File: config.mk
export PLATFORM = sky130hd
export DESIGN_NAME = cpu_pipe_ctrl
export DESIGN_NICKNAME = d
export VERILOG_FILES = /design/src/rtl/cpu_pkg.sv /design/src/rtl/pipe_match.sv /design/src/rtl/cpu_pipe_ctrl.sv
export SDC_FILE = /design/constraint.sdc
export NUM_CORES = 1
export LEC_CHECK = 0
export CORE_MARGIN = 4
export CORE_UTILIZATION = 40
export CTS_BUF_LIST = sky130_fd_sc_hd__clkbuf_4 sky130_fd_sc_hd__clkbuf_8
export DETAILED_ROUTE_END_ITERATION = 12
export PLACE_DENSITY = 0.67
export SETUP_SLACK_MARGIN = 0.5
export SYNTH_ARGS = -nofsm -noshare
export SYNTH_HDL_FRONTEND = slang
export SYNTH_SLANG_ARGS = --single-unit
File: constraint.sdc
create_clock -name clk -period 7.3 [get_ports clk]
set_input_delay 1.825 -clock clk [delete_from_list [all_inputs] [get_ports clk]]
set_output_delay 1.825 -clock clk [all_outputs]
set_load 0.02 [all_outputs]
File: src/rtl/cpu_pkg.sv
// rtl/cpu_pkg.sv - shared stage-entry struct, FSM encoding and forward-select constants
package cpu_pkg;

    // Widest register address a stage entry can carry; narrower cores zero-extend.
    localparam int AW_MAX = 8;

    typedef struct packed {
        logic              valid;
        logic              wr;
        logic              load;
        logic [AW_MAX-1:0] rd;
        logic [AW_MAX-1:0] rs1;
        logic [AW_MAX-1:0] rs2;
        logic              use1;
        logic              use2;
    } stage_t;

    typedef enum logic {
        ST_RUN  = 1'b0,
        ST_HALT = 1'b1
    } pipe_state_t;

    localparam int FWD_RF = 0;

endpackage

File: src/rtl/pipe_match.sv
// rtl/pipe_match.sv - per-operand hazard compare; PIPE_CTRL_FWD_EN selects forwarding vs full interlock
module pipe_match
    import cpu_pkg::*;
#(
    parameter int DEPTH = 3,
    parameter int AW    = 4,
    parameter int FW    = $clog2(DEPTH)
) (
    input  logic [DEPTH-1:0]    stg_valid,
    input  logic [DEPTH-1:0]    stg_wr,
    input  logic                stg0_load,
    input  logic [DEPTH*AW-1:0] stg_rd,
    input  logic                id_use,
    input  logic [AW-1:0]       id_src,
    input  logic                ex_use,
    input  logic [AW-1:0]       ex_src,
    output logic                stall,
    output logic [FW-1:0]       fwd_sel
);

`ifdef PIPE_CTRL_FWD_EN
    localparam bit FWD_ON = 1'b1;
`else
    localparam bit FWD_ON = 1'b0;
`endif

    logic [DEPTH-1:0] hit_id;
    logic [DEPTH-1:0] hit_ex;
    logic [FW-1:0]    youngest;

    always_comb begin
        hit_id = '0;
        hit_ex = '0;
        for (int k = 0; k < DEPTH; k++) begin
            hit_id[k] = stg_valid[k] & stg_wr[k] & id_use & (stg_rd[k*AW +: AW] == id_src);
            hit_ex[k] = stg_valid[k] & stg_wr[k] & ex_use & (stg_rd[k*AW +: AW] == ex_src);
        end
    end

    // Scan oldest to youngest so the nearest producer overwrites older ones.
    always_comb begin
        youngest = FW'(FWD_RF);
        for (int k = DEPTH - 1; k >= 1; k--) begin
            if (hit_ex[k]) youngest = FW'(k);
        end
    end

    // Without bypass paths, every writer not yet in WB must drain before ID reads.
    assign fwd_sel = FWD_ON ? youngest : FW'(FWD_RF);
    assign stall   = FWD_ON ? (hit_id[0] & stg0_load) : (|hit_id[DEPTH-2:0]);

endmodule

File: src/rtl/cpu_pipe_ctrl.sv
// rtl/cpu_pipe_ctrl.sv - pipeline hazard/flush/halt controller; PIPE_CTRL_FWD_EN enables forwarding
module cpu_pipe_ctrl
    import cpu_pkg::*;
#(
    parameter int REG_AW = 4,
    parameter int DEPTH  = 3,
    parameter int CNT_W  = 16
) (
    input  logic                     clk,
    input  logic                     rst,
    input  logic                     id_valid,
    input  logic                     id_wr,
    input  logic                     id_load,
    input  logic                     id_use1,
    input  logic                     id_use2,
    input  logic [REG_AW-1:0]        id_rs1,
    input  logic [REG_AW-1:0]        id_rs2,
    input  logic [REG_AW-1:0]        id_rd,
    input  logic                     ex_br_taken,
    input  logic                     ex_exc,
    input  logic                     ex_halt,
    output logic                     pc_wr,
    output logic                     ifid_wr,
    output logic                     ifid_flush,
    output logic                     idex_bubble,
    output logic                     pc_sel_br,
    output logic [$clog2(DEPTH)-1:0] fwd_a,
    output logic [$clog2(DEPTH)-1:0] fwd_b,
    output logic                     halted,
    output logic                     exc_flag,
    output logic [CNT_W-1:0]         stall_cnt,
    output logic [CNT_W-1:0]         flush_cnt
);

    localparam int FW = $clog2(DEPTH);

    pipe_state_t          state;
    stage_t               stg [DEPTH];
    stage_t               id_e;
    logic [DEPTH-1:0]     stg_valid;
    logic [DEPTH-1:0]     stg_wr;
    logic [DEPTH*REG_AW-1:0] stg_rd;
    logic                 stall_a, stall_b;
    logic                 run, halt_req, br, stall_ev;

    always_comb begin
        id_e                   = '0;
        id_e.valid             = id_valid;
        id_e.wr                = id_wr;
        id_e.load              = id_load;
        id_e.rd[REG_AW-1:0]    = id_rd;
        id_e.rs1[REG_AW-1:0]   = id_rs1;
        id_e.rs2[REG_AW-1:0]   = id_rs2;
        id_e.use1              = id_use1 & id_valid;
        id_e.use2              = id_use2 & id_valid;
    end

    always_comb begin
        stg_valid = '0;
        stg_wr    = '0;
        stg_rd    = '0;
        for (int k = 0; k < DEPTH; k++) begin
            stg_valid[k]                = stg[k].valid;
            stg_wr[k]                   = stg[k].wr;
            stg_rd[k*REG_AW +: REG_AW]  = stg[k].rd[REG_AW-1:0];
        end
    end

    pipe_match #(.DEPTH(DEPTH), .AW(REG_AW), .FW(FW)) u_match_a (
        .stg_valid (stg_valid),
        .stg_wr    (stg_wr),
        .stg0_load (stg[0].load),
        .stg_rd    (stg_rd),
        .id_use    (id_valid & id_use1),
        .id_src    (id_rs1),
        .ex_use    (stg[0].use1),
        .ex_src    (stg[0].rs1[REG_AW-1:0]),
        .stall     (stall_a),
        .fwd_sel   (fwd_a)
    );

    pipe_match #(.DEPTH(DEPTH), .AW(REG_AW), .FW(FW)) u_match_b (
        .stg_valid (stg_valid),
        .stg_wr    (stg_wr),
        .stg0_load (stg[0].load),
        .stg_rd    (stg_rd),
        .id_use    (id_valid & id_use2),
        .id_src    (id_rs2),
        .ex_use    (stg[0].use2),
        .ex_src    (stg[0].rs2[REG_AW-1:0]),
        .stall     (stall_b),
        .fwd_sel   (fwd_b)
    );

    // Priority: halt beats branch, branch flush beats load-use stall.
    assign run      = (state == ST_RUN);
    assign halt_req = run & stg[0].valid & (ex_exc | ex_halt);
    assign br       = run & ~halt_req & stg[0].valid & ex_br_taken;
    assign stall_ev = run & ~halt_req & ~br & (stall_a | stall_b);
    assign halted   = (state == ST_HALT);

    always_comb begin
        pc_wr       = 1'b1;
        ifid_wr     = 1'b1;
        ifid_flush  = 1'b0;
        idex_bubble = 1'b0;
        pc_sel_br   = 1'b0;
        if (!run || halt_req) begin
            pc_wr       = 1'b0;
            ifid_wr     = 1'b0;
            idex_bubble = 1'b1;
        end else if (br) begin
            ifid_flush  = 1'b1;
            idex_bubble = 1'b1;
            pc_sel_br   = 1'b1;
        end else if (stall_ev) begin
            pc_wr       = 1'b0;
            ifid_wr     = 1'b0;
            idex_bubble = 1'b1;
        end
    end

    always_ff @(posedge clk or negedge rst) begin
        if (!rst) begin
            state     <= ST_RUN;
            exc_flag  <= 1'b0;
            stall_cnt <= '0;
            flush_cnt <= '0;
            for (int k = 0; k < DEPTH; k++) stg[k] <= '0;
        end else begin
            if (halt_req) begin
                state <= ST_HALT;
                if (ex_exc) exc_flag <= 1'b1;
            end
            if (stall_ev && stall_cnt != '1) stall_cnt <= stall_cnt + 1'b1;
            if (br && flush_cnt != '1)       flush_cnt <= flush_cnt + 1'b1;
            stg[0] <= idex_bubble ? '0 : id_e;
            for (int k = 1; k < DEPTH; k++) stg[k] <= stg[k-1];
        end
    end

endmodule

**Word level (Yosys, flattened, before mapping)**

Cells that the tools add are included.

- Register bits after elaboration: 46
- Logic and storage cells: 57

- Add/subtract/negate cells: 2
- Equality and inequality tests: 6
- Muxes and demuxes: 9
- Bitwise gates (word level): 24
- Reduce and logical (&&, ||, !) cells: 6

Operator list:

| cell | number |
|---|---|
| 16-bit by 1-bit adder with 16-bit output, second input constant | 2 |
| 16-bit != test, second input constant | 2 |
| 29-bit two-way mux | 1 |
| 1-bit AND | 19 |
| 4-bit == test | 4 |
| 1-bit two-way mux | 8 |
| 2-bit OR reduction | 2 |
| 1-bit NOT | 3 |
| 1-bit logical AND | 2 |
| 1-bit bitwise OR | 2 |
| 2-bit AND reduction | 1 |
| 1-bit logical OR | 1 |

**Depth between registers and ports, before layout**

- Word-level depth: 14
- Depth in mapped cells: 9

**By module**

A second synthesis with hierarchy kept.

- Cell total of the unflattened synthesis: 243
- Area, all modules: 2826.5 sq um

Modules (own cells, without submodules):

| module | instances | cells an instance | area an instance (sq um) | sequential area each (sq um) |
|---|---|---|---|---|
| cpu_pipe_ctrl | 1 | 213 | 2591.2 | 1576.5 |
| pipe_match | 2 | 15 | 117.6 | 0.0 |

**Least setup slack after synthesis**

No wires, ideal clock.

- Kind: input-to-output
- From: input port id_rs1[0]
- To: output port pc_wr
- Arrival time: 3.346 ns
- Data required time: 5.475 ns
- Slack: 2.129 ns
- Stages on the path: 9
- Path buffers: 2
- Cells stage by stage: xor2_1 nor2_1 nand4_1 o31ai_4 nor3_4 buf_2 nor2_1 nor2_1 buf_4

- Longest elaborated chain between the ends: 8
- Elaborated cells between the ends (all ways): 10
- Those cells by class: eq/ne: 2; mux: 3; bitwise: 4; reduce/logical: 1

RTL lines:

| what | line | text |
|---|---|---|
| start, declared | cpu_pipe_ctrl.sv:16 | `input logic [REG_AW-1:0] id_rs1,` |
| 4-bit == test | pipe_match.sv:35 | `hit_id[k] = stg_valid[k] & stg_wr[k] & id_use & (stg_rd[k*AW +: AW] == id_src);` |
| 1-bit AND | pipe_match.sv:35 |  |
| 2-bit OR reduction (*) | pipe_match.sv:50 | `assign stall = FWD_ON ? (hit_id[0] & stg0_load) : (\|hit_id[DEPTH-2:0]);` |
| 1-bit bitwise OR (*) | cpu_pipe_ctrl.sv:99 | `assign stall_ev = run & ~halt_req & ~br & (stall_a \| stall_b);` |
| 1-bit AND (*) | cpu_pipe_ctrl.sv:99 |  |
| 1-bit two-way mux (*) (3 in a row) | - |  |
| end, declared | cpu_pipe_ctrl.sv:22 | `output logic pc_wr,` |

Every way passes the cells marked *; elsewhere a longest branch is shown, timed or not.

**Final worst setup path**

- From: input port id_rs1[0]
- To: output port ifid_wr

- Longest elaborated chain between the ends: 8
- Elaborated cells between the ends (all ways): 10
- Those cells by class: eq/ne: 2; mux: 3; bitwise: 4; reduce/logical: 1

RTL lines:

| what | line | text |
|---|---|---|
| 4-bit == test | pipe_match.sv:35 |  |
| 1-bit AND | pipe_match.sv:35 |  |
| 2-bit OR reduction (*) | pipe_match.sv:50 |  |
| 1-bit bitwise OR (*) | cpu_pipe_ctrl.sv:99 |  |
| 1-bit AND (*) | cpu_pipe_ctrl.sv:99 |  |
| 1-bit two-way mux (*) | cpu_pipe_ctrl.sv:116 | `end else if (stall_ev) begin` |
| 1-bit two-way mux (*) | cpu_pipe_ctrl.sv:112 | `end else if (br) begin` |
| 1-bit two-way mux (*) | cpu_pipe_ctrl.sv:108 | `if (!run \|\| halt_req) begin` |
| end, declared | cpu_pipe_ctrl.sv:23 | `output logic ifid_wr,` |

Marks and branches as above.

==> impl_metrics.json <==
{
  "status": "finished, final reports clean",
  "path_cells": "clkdlybuf4s50_1, xor2_1, nor2_1, nand4_1, o31ai_4, nor3_4, buf_4, nor2_1, nor2_1, clkdlybuf4s50_1",
  "drc": 0,
  "rsz0062_at_grt": "false",
  "hold_path.class": "flop to flop",
  "endpoint_kind": "output port",
  "period_needed_ps": 5910,
  "slew_viol_final": 0,
  "htreeDepth": 2,
  "grt.overflow.total": 0,
  "area_growth_pct": 32.8,
  "synth_cells": 209,
  "cp_slowest_cell": "clkdlybuf4s50_1",
  "fmax_mhz": 169,
  "hpwl_um": 3360,
  "utilization": 0.549,
  "max_stage_delay_ps": 640,
  "rows": 27,
  "port_buffers": 59,
  "wl_um": 4550,
  "synth_top_area_frac": 0.505,
  "worstPathMaxFanout": 18,
  "cts_root_buffer": "clkbuf_8",
  "setup_tns_ps": 0,
  "die_x_um": 83.5,
  "r2r_end": "stall_cnt[12]",
  "hold_viol_final": 0,
  "critical-path-top-delay-family": "buffers and inverters",
  "cts_sinks": 46,
  "synth_common_cells": "dfrtp_1 (46), xnor2_1 (21), xor2_1 (21)",
  "n_fill_cell": 475,
  "tightest_slew_ps": 986,
  "wl_per_cell_um": 13.1,
  "path_buf_inv": 3,
  "viasPerCell": 4.96,
  "r2r-start": "stg[78]",
  "cap_violations": 0,
  "start_kind": "primary input",
  "synth_area_leader_cell": "dfrtp_1",
  "drive_gt1_frac": 0.0803,
  "crit_type": "primary input to output port",
  "grt_pass1_vias": 1765,
  "cts_buffers": 5,
  "routabilityCongestion": 0.784,
  "hp-start": "stg[85]",
  "vdd_ir_drop_max_mv": 0.0791,
  "ys_ff_latch": 46,
  "fin_worst_skew_ps": 4.18,
  "die_h_um": 83.5,
  "ys.flop_type": "dfrtp_1",
  "boundaryPins": 65,
  "nets": 297,
  "cts.reportedPaths.clkPinSlew_ps": 80,
  "synth.yosys.seq_area_share": 0.505,
  "core_area_um2": 5510,
  "dieArea_um2": 6960,
  "synth-edff-count": 0,
  "vias": 1717,
  "synth_area_per_cell_um2": 10.9,
  "antenna_found_initial": 0,
  "antenna_left": 0,
  "finalSetupViolCount": 0,
  "startpoint": "id_rs1[0]",
  "drt_iter0_markers": 50,
  "grt_usage": 0.138,
  "yosys-top-cells-area": "dfrtp_1 (51%), xnor2_1 (8.1%), xor2_1 (8.1%)",
  "clockBufferDepth": 2,
  "cts_setup_buffers": 0,
  "cts_resized": 0,
  "slew_headroom": 0.343,
  "syn-cell-area_um2": 2280,
  "leakage_nw": 1.33,
  "r2r_cells": 7,
  "clk-insertion-delay-late_ps": 290,
  "async_flop_share": 1.00,
  "cts_tree": "built",
  "arrival_ps": 4080,
  "dr.pass1.iters": 4,
  "holdBufCountCts": 0,
  "initial_core_util": 0.414,
  "hold_depth": 0,
  "n_antenna_cell": 0,
  "min_period_over_period": 0.809,
  "grt_pass1_wl_um": 7890,
  "r2r_slack_ps": 5320,
  "ys_warn_count": 0,
  "worstPathRequired_ps": 5480,
  "min_to": "stg[56]",
  "worst_path_most_repeated_cell": "nor2_1",
  "ys_types": 39,
  "grt_max_degree": 47,
  "synth.most_common_cell": "dfrtp_1",
  "power_density_nw_per_um2": 168
}
==> through the flow <==
step / hold WS (ps) / total power (W) / instance area [um2] / setup WS, ps / cells
3_3_place_gp: 393 / 0.000351 / 2930 / 1430 / 338
4_1_cts: 420 / 0.000514 / 3020 / 1390 / 346
3_5_place_dp: 399 / 0.000352 / 2930 / 1420 / 338
6_report: 421 / 0.000507 / 3020 / 1390 / 346
2_1_floorplan: 375 / 0.000315 / 2290 / 2130 / 212
5_1_grt: 430 / 0.000531 / 3020 / 1250 / 346
==> sequential cells by signal, indices dropped and copies added (netlist names) <==
register,flops
flush_cnt,16
halted,1
stg,12
exc_flag,1
stall_cnt,16
==> per-layer routing <==
metal,track usage,routed length [um]
met5,0,0
met3,0.0395,257
met4,0.0409,42
met1,0.174,2040
met2,0.229,2210
==> power by group <==
group          switching, W  internal, W
Sequential       0.00000893     0.000264
Combinational     0.0000366    0.0000360
Clock             0.0000845    0.0000762
==> cell usage in the layout (no fill, tap or decap), types with 2 or more instances in the layout <==
cell type and count:
nor4_1 6, o21ai_0 2, nor2_2 2, nor3_2 2
clkdlybuf4s50_1 58, xor2_1 21, and3_1 5, nor3_1 8
nor3b_1 2, and2b_1 2, a21o_1 2, nand4_1 12
clkbuf_8 6, ha_1 2, nor2_1 8, and2_1 6
buf_4 2, nor2b_1 3, inv_1 4, nand3_1 17
conb_1 4, nand2b_1 2, nand2_1 13, dfrtp_1 46
xnor2_1 21
==> how the worst max path moves through the flow <==
| stage | to | slack [ps] | depth (start not counted) |
|---|---|---|---|
| global route | pc_wr | 1250 | 10 |
| floorplan | pc_wr | 2130 | 9 |
| finish | ifid_wr | 1390 | 10 |
| CTS | ifid_wr | 1390 | 10 |
| global placement | ifid_wr | 1430 | 10 |
| detailed placement | ifid_wr | 1420 | 10 |
==> final cells by class <==
cell class	count	area, um2	share of cell area
Clock buffer	6	82.6	0.0273
Inverter	4	15.0	0.00496
Clock inverter	2	12.5	0.00414
Tap cell	72	90.1	0.0298
Multi-Input combinational cell	155	1070	0.355
Timing Repair Buffer	61	601	0.199
Sequential cell	46	1150	0.381
==> worst register-to-register path: cells and delay by family (launching register included) <==
kind / cells / cell delay, ps
buffers and inverters: 1 / 200
xor gates and xnor gates: 1 / 170
muxes: 1 / 350
AOI/OAI and AO/OA: 1 / 280
DFF: 1 / 410
and+or+nand+nor: 3 / 460
==> cells by family (layout without fill, tap and decap cells) <==
| logic type | Yosys count | count (layout) | synth area share |
|---|---|---|---|
| AOI/OAI and AO/OA | 9 | 9 | 0.0330 |
| DFF | 46 | 46 | 0.505 |
| xor gates and xnor gates | 42 | 42 | 0.162 |
| buffers and inverters | 11 | 73 | 0.0286 |
| adders and majority gates | 2 | 2 | 0.0110 |
| and+or+nand+nor | 95 | 95 | 0.242 |
| muxes | 3 | 3 | 0.0165 |
| other | 1 | 4 | 0.00165 |
No activity file was read; power rests on OpenSTA's default activity.
